## src/rtl/mips_pkg.sv

```systemverilog
// Shared MIPS core definitions: register file defaults and dump FSM states.
package mips_pkg;

  localparam int REG_WIDTH_D     = 32;
  localparam int REG_ADDR_BITS_D = 5;

  typedef enum logic [1:0] {
    IDLE = 2'd0,
    SEND = 2'd1,
    DONE = 2'd2
  } dump_state_t;

endpackage

```

## src/rtl/regfile_dump_fsm.sv

```systemverilog
// Dump sequencer: walks every register index once per request.
module regfile_dump_fsm
  import mips_pkg::*;
#(
  parameter int REG_ADDR_BITS = REG_ADDR_BITS_D
) (
  input  logic                     clk,
  input  logic                     rst,
  input  logic                     dump_start,
  input  logic                     dump_ready,
  output logic                     dump_busy,
  output logic                     dump_valid,
  output logic                     dump_done,
  output logic [REG_ADDR_BITS-1:0] index
);

  localparam logic [REG_ADDR_BITS-1:0] LAST = '1;

  dump_state_t               state, state_n;
  logic [REG_ADDR_BITS-1:0] index_n;

  always_ff @(posedge clk or posedge rst) begin
    if (rst) begin
      state <= IDLE;
      index <= '0;
    end else begin
      state <= state_n;
      index <= index_n;
    end
  end

  // Terminal compare on LAST stops the index before it can wrap.
  always_comb begin
    state_n    = state;
    index_n    = index;
    dump_busy  = 1'b0;
    dump_valid = 1'b0;
    dump_done  = 1'b0;
    unique case (state)
      IDLE: begin
        if (dump_start) begin
          state_n = SEND;
          index_n = '0;
        end
      end
      SEND: begin
        dump_busy  = 1'b1;
        dump_valid = 1'b1;
        if (dump_ready) begin
          if (index == LAST) state_n = DONE;
          else index_n = index + 1'b1;
        end
      end
      DONE: begin
        dump_busy = 1'b1;
        dump_done = 1'b1;
        state_n   = IDLE;
      end
      default: state_n = IDLE;
    endcase
  end

endmodule

```

## src/rtl/register_file_dbg.sv

```systemverilog
// Two-read/one-write register file with write-first bypass,
// optional hard-wired zero register and a handshaked dump port.
module register_file_dbg
  import mips_pkg::*;
#(
  parameter int REG_WIDTH     = REG_WIDTH_D,
  parameter int REG_ADDR_BITS = REG_ADDR_BITS_D,
  parameter int ZERO_REG      = 1
) (
  input  logic                     clk,
  input  logic                     rst,
  input  logic                     write_w,
  input  logic [REG_ADDR_BITS-1:0] addr_reg_w,
  input  logic [REG_WIDTH-1:0]     reg_w_data_in,
  input  logic [REG_ADDR_BITS-1:0] addr_reg_a,
  input  logic [REG_ADDR_BITS-1:0] addr_reg_b,
  output logic [REG_WIDTH-1:0]     reg_a_data_out,
  output logic [REG_WIDTH-1:0]     reg_b_data_out,
  input  logic                     dump_start,
  output logic                     dump_busy,
  output logic                     dump_valid,
  input  logic                     dump_ready,
  output logic [REG_ADDR_BITS-1:0] dump_addr,
  output logic [REG_WIDTH-1:0]     dump_data,
  output logic                     dump_done
);

  localparam int DEPTH = 2 ** REG_ADDR_BITS;

  logic [REG_WIDTH-1:0]     regs [DEPTH];
  logic                     wr_ok;
  logic [REG_ADDR_BITS-1:0] dump_idx;
  logic [REG_WIDTH-1:0]     rd_a, rd_b, rd_d;

  // Writes to r0 are dropped, so r0 stays 0 and bypass never hits it.
  assign wr_ok = write_w &&
                 !((ZERO_REG != 0) && (addr_reg_w == '0));

  always_ff @(posedge clk or posedge rst) begin
    if (rst) begin
      for (int i = 0; i < DEPTH; i++) regs[i] <= '0;
    end else if (wr_ok) begin
      regs[addr_reg_w] <= reg_w_data_in;
    end
  end

  always_comb begin
    rd_a = regs[addr_reg_a];
    rd_b = regs[addr_reg_b];
    rd_d = regs[dump_idx];
    if (wr_ok && addr_reg_w == addr_reg_a) rd_a = reg_w_data_in;
    if (wr_ok && addr_reg_w == addr_reg_b) rd_b = reg_w_data_in;
    if (wr_ok && addr_reg_w == dump_idx)   rd_d = reg_w_data_in;
  end

  always_ff @(posedge clk or posedge rst) begin
    if (rst) begin
      reg_a_data_out <= '0;
      reg_b_data_out <= '0;
    end else begin
      reg_a_data_out <= rd_a;
      reg_b_data_out <= rd_b;
    end
  end

  regfile_dump_fsm #(
    .REG_ADDR_BITS(REG_ADDR_BITS)
  ) u_dump (
    .clk        (clk),
    .rst        (rst),
    .dump_start (dump_start),
    .dump_ready (dump_ready),
    .dump_busy  (dump_busy),
    .dump_valid (dump_valid),
    .dump_done  (dump_done),
    .index      (dump_idx)
  );

  assign dump_addr = dump_valid ? dump_idx : '0;
  assign dump_data = dump_valid ? rd_d : '0;

endmodule

```

## config.mk

```make
export PLATFORM = sky130hd
export DESIGN_NAME = register_file_dbg
export DESIGN_NICKNAME = d
export VERILOG_FILES = /design/src/rtl/mips_pkg.sv /design/src/rtl/regfile_dump_fsm.sv /design/src/rtl/register_file_dbg.sv
export SDC_FILE = /design/constraint.sdc
export NUM_CORES = 2
export LEC_CHECK = 0
export CAP_MARGIN = 10
export CORE_MARGIN = 2
export CORE_UTILIZATION = 45
export CTS_CLUSTER_DIAMETER = 150
export DETAILED_ROUTE_END_ITERATION = 7
export RECOVER_POWER = 25
export SYNTH_ARGS = -nofsm -noshare
export SYNTH_HDL_FRONTEND = slang
export SYNTH_SLANG_ARGS = --single-unit
```

## constraint.sdc

```tcl
create_clock -name clk -period 48.3 [get_ports clk]
set_input_delay 9.66 -clock clk [delete_from_list [all_inputs] [get_ports clk]]
set_output_delay 9.66 -clock clk [all_outputs]
set_load 0.05 [all_outputs]
```

# Yosys cells after proc, flatten, opt, wreduce, memory -nomap -nowiden
# Cells that the tools add are included.
totals:
  latchBits: 0
  mem_count: 0
  reg_bits: 1095
  mem_bits_ro: 0
  ram_bits: 0
  wordCells: 96
classes:
  shift: 0
  div: 0
  n_eq_ne: 10
  reduce_logical: 12
  order_cmp: 5
  muxes: 28
  bitwise_logic: 4
  n_mul: 0
  add_sub_neg: 1
op_table:
  columns: ["cell", "count"]
  rows:
  - ["bitwise mux 1024 bit", 1]
  - ["binary-select mux 32 bit (select 5 bit)", 3]
  - ["two-way mux 32 bit", 11]
  - ["demux 32 bit (select 5 bit)", 1]
  - ["greater-or-equal comparator 6 bit (second input constant)", 4]
  - ["inverter 5 -> 6 bit", 4]
  - ["two-way mux 5 bit", 4]
  - ["equality test 5 bit", 3]
  - ["case mux 5 bit (2 select lines)", 1]
  - ["less-than comparator 6 x 1 -> 1 bit (second input constant)", 1]
  - ["two-way mux 2 bit", 3]
  - ["inequality test 2 bit (second input constant)", 3]
  - ["adder 5 x 1 -> 5 bit (second input constant)", 1]
  - ["equality test 5 bit (second input constant)", 1]
  - ["logical AND 1 bit", 5]
  - ["logical NOT 5 bit", 1]
  - ["case mux 2 bit (2 select lines)", 1]
  - ["AND reduction 4 bit", 1]
  - ["two-way mux 1 bit", 3]
  - ["AND reduction 3 bit", 1]
  - ["equality test 2 x 1 -> 1 bit (second input constant)", 1]
  - ["equality test 2 bit (second input constant)", 1]
  - ["logical NOT 2 bit", 1]
  - ["inequality test 2 x 1 -> 1 bit (second input constant)", 1]
  - ["3 further kinds", 3]

# Depth between registers and ports, before layout
logic_depth:
  depth_word: 6
  mapped_depth: 10
  mapped_depth_nobuf: 7

# Modules after synthesis
# Synthesis repeated with hierarchy kept, for this count alone.
hier_totals:
  hier_cells: 4339
  hier_area_um2: 65739.3
modules_own_cells:
  columns: ["mod", "area_each_um2", "seq_area_each_um2", "n_inst", "cells_each"]
  rows:
  - ["register_file_dbg", 65290.1, 27226.1, 1, 4296]
  - ["regfile_dump_fsm", 449.2, 175.2, 1, 43]

# Least setup slack after synthesis
# OpenSTA, ideal clock, no wires.
synth_timing:
  path_type: "input -> output"
  start: "input port addr_reg_w[1]"
  end: "output port dump_data[13]"
  t_arrival_ns: 11.687
  path_slack_ns: 26.953
  cell_stages: 7
  path_cell_list: "buf_4 > nor2_2 > a21bo_1 > nor4_1 > clkbuf_1 > a21oi_1 > a31oi_1"
synth_via:
  elab_chain_cells: 6
  elab_cells_between_ends: 7
  cone_classes: "1 x eq/ne; 2 x mux; 4 x reduce/logical"
synth_rtl:
  columns: ["element", "line", "rtl"]
  rows:
  - ["start: declaration", "register_file_dbg.sv:13", "input logic [REG_ADDR_BITS-1:0] addr_reg_w,"]
  - ["logical NOT 5 bit", "register_file_dbg.sv:37", "!((ZERO_REG != 0) && (addr_reg_w == '0));"]
  - ["logical NOT 1 bit", "register_file_dbg.sv:37", null]
  - ["logical AND 1 bit", "register_file_dbg.sv:36", "assign wr_ok = write_w &&"]
  - ["logical AND 1 bit *", "register_file_dbg.sv:53", "if (wr_ok && addr_reg_w == dump_idx) rd_d = reg_w_data_in;"]
  - ["two-way mux 32 bit *", "register_file_dbg.sv:53", null]
  - ["two-way mux 32 bit *", "register_file_dbg.sv:80", "assign dump_data = dump_valid ? rd_d : '0;"]
  - ["end: declaration", "register_file_dbg.sv:24", "output logic [REG_WIDTH-1:0] dump_data,"]
# Every way passes the cells marked *; elsewhere a longest branch is shown, timed or not.

# Worst setup path in the final report
layout_timing:
  start: "input port addr_reg_w[3]"
  end: "output port dump_data[26]"
# Same word-level chain as after synthesis.

==> metrics <==
gpl congestion=0.7937; total number of vias=43010; Seq/Total Area, Yosys=41.94%; top sig layer=met5; final hold vios=0; Critical Path AT=14.05 ns; metal1 wirelength=94910 um; CTS Hold Bufs=0; initial antenna violation count=4; Clock Latency Late Sink=0.79 ns; row cnt=139; Post-DP HPWL=114300 um; Final Max Slew Viols=510; num ports=156; Synth Net Count=4368; Post-synth ARST share=100.0%; Starting Density=45.43%; TritonRoute pass-1 iters=6; die area=148300 sq um; CTS sink count=1095; CTS root buffer=clkbuf_16; CTS tree=yes; H-tree Lvls=4; Post-Syn Instances=4310; Slew HR=-245.2%; HP Class=register to register; Critical Path Source Type=input port; clk_skew=0.02150 ns; Synth Flop Type=dfrtp_1; Max-cap violations=10; Tightest Pin Transition=5.179 ns; antenna viol nets, final=0; Port Buffers=155; VDD IR-drop max=0.00005191 V; Routed met2 length=100000 um; Reg area=27420 sq um; EDFF count, synth=0; pin count of the biggest net entering global routing=161; WP data required=38.64 ns; Setup TNS=0 ns; postcts setup bufs=0; crit end category=primary output; Worst-path clk slew=0.06 ns; DIE HEIGHT=385.1 um; post-synth cell types=57; synthesis-stage register bit count=1095; Mapped Area=65340 sq um; non-filler cells, final=6196; status=finished with violations; RSZ-0062 raised after global routing=false; vias in the first global route=43200; cell family with most CP delay=simple AND/OR/NAND/NOR gates; Final Net Count=4245; drt total wl=221800 um; power density cells=47.56 nW/um^2; drt first-iter violations=4952; Synth Area per Inst=15.16 sq um; Tcrit/Tclk final=49.09%; min cycle time layout=23.71 ns; setup violators final=0; worst-path fanout max=18; hold path depth=0; routed wl met3=18870 um; footprint of the multi-input gates=35920 sq um; CP Buf/Inv Count=2; critical-path cell list=dlygate4sd3_1 > nor3_1 > a21bo_1 > or4_4 > and3_4 > a221o_1 > clkdlybuf4s50_1; CTS Buf Count=134; DR DRC count=0; Vias/cell=6.941; fillers=12030; YS warnings=0; R2R depth=8; Max clock buf depth=3; Static Leakage=29.97 nW; core footprint=143800 sq um; failing checks=capacitance limit, slew limit; drt wl/cell=35.80 um; die width=385.1 um; Syn-to-layout area delta=11.27%; WP depth=7; post-CTS sizing=0; first-pass GRT wire length=319800 um; Placed Cells=5953; fmax=0.04217 GHz; total track usage=30.26%; slowest CP cell=nor3_1; critical path class=input port to primary output; grt total ovfl=0; layout cells sized above 1=50.05%; CP max stage delay=0.95 ns
## cells in the mapped netlist, types with 5 or more instances
| cell | number | area share, % |
|---|---|---|
| nand2b_1 | 15 | 0.14 |
| a22oi_1 | 21 | 0.24 |
| dfrtp_1 | 1095 | 42 |
| nand2_1 | 127 | 0.73 |
| mux4_2 | 792 | 27 |
| buf_4 | 28 | 0.32 |
| nor3_1 | 18 | 0.14 |
| o211ai_1 | 7 | 0.080 |
| and3_1 | 19 | 0.18 |
| buf_1 | 92 | 0.53 |
| a221o_1 | 31 | 0.47 |
| xor2_1 | 6 | 0.080 |
| a21o_1 | 7 | 0.080 |
| xnor2_1 | 11 | 0.15 |
| o21ai_0 | 106 | 0.81 |
| a221oi_1 | 87 | 1.2 |
| o22ai_1 | 8 | 0.077 |
| ha_1 | 6 | 0.11 |
| buf_2 | 79 | 0.61 |
| nand3_1 | 16 | 0.12 |
| clkbuf_1 | 311 | 1.8 |
| inv_1 | 5 | 0.029 |
| buf_6 | 7 | 0.12 |
| mux2i_1 | 277 | 4.2 |
| mux2_2 | 992 | 17 |
| a31oi_1 | 5 | 0.048 |
| nor2_1 | 20 | 0.11 |
| a32oi_1 | 12 | 0.16 |
| a21oi_1 | 48 | 0.37 |
| o311ai_0 | 7 | 0.094 |
| and2_1 | 5 | 0.048 |
## flip-flops by register name, indices dropped and copies added, names as in the netlist
name and cells:
regs 1024, reg_a_data_out 32, reg_b_data_out 32, u_dump.index 5, u_dump.state 2
## stage by stage
step	util, %	area [sq um]	worst slack (ns)	hold slack (ns)	total power [mW]
CTS	50.59	72760	24.98	0.4150	3.470
detailed placement	47.41	68190	25.01	0.4016	2.412
floorplan	-	65340	7.810	0.4580	2.087
global route	50.55	72700	24.51	0.4341	3.598
finish	50.55	72710	24.59	0.4151	3.458
global placement	47.41	68190	25.09	0.3987	2.396
## path summary, 6_finish.rpt
kind | startpoint | to | slack, ns
setup reg to reg | u_dump.index[0] | u_dump.index[3] | 44.58
min in group asynchronous | rst | reg_a_data_out[29] | 10.90
hold / removal | regs[996] | regs[996] | 0.42
hold reg to reg | regs[996] | regs[996] | 0.42
setup / recovery | addr_reg_w[3] | dump_data[26] | 24.59
max in group asynchronous | rst | regs[814] | 29.52
## cells by family (layout without fill, tap and decap cells)
group                    after synthesis  after routing  synth area share, %
AO/OA/AOI/OAI                        358            358                3.855
XOR/XNOR                              17             17               0.2279
adder cells (fa/ha/maj)                6              6               0.1149
buffers and inverters                524            506                3.405
flip-flops                          1095           1095                41.94
multiplexers                        2061           2061                48.64
other                                  0              1                    0
AND/OR/NAND/NOR                      249            249                1.823
## per-layer routing
metal | GRT usage, % | vias up
met1 | 44.17 | 23560
met5 | 0 | -
met3 | 6.237 | 427
li1 | - | 16960
met4 | 10.63 | 2
met2 | 45.08 | 2053
## cell usage in the layout (no fill, tap or decap), drive strengths merged, types with 13 or more instances in the layout
cell type	count
a21oi	48
a221o	31
a221oi	87
a22oi	21
and3	20
buf	107
bufinv	13
clkbuf	202
clkdlybuf4s50	103
clkinv	26
dfrtp	1095
dlygate4sd3	42
mux2	992
mux2i	277
mux4	792
nand2	127
nand2b	15
nand3	16
nor2	21
nor3	19
o21ai	106
## power breakdown
group	internal, mW	total [mW]	switching [mW]
sequential	1.10	1.27	0.176
clock	0.638	1.06	0.417
combinational	0.575	1.13	0.555
## area by class of cell
| cell class | instances | area share [%] |
|---|---|---|
| Inverter | 6 | 0.03442 |
| Antenna cell | 1 | 0.003442 |
| Clock buffer | 195 | 5.445 |
| Timing Repair Buffer | 259 | 3.285 |
| Multi-Input combinational cell | 2691 | 49.41 |
| Clock inverter | 46 | 0.8364 |
| Tap cell | 1903 | 3.275 |
| Sequential cell | 1095 | 37.71 |
Power figures use the tool's default switching activity.
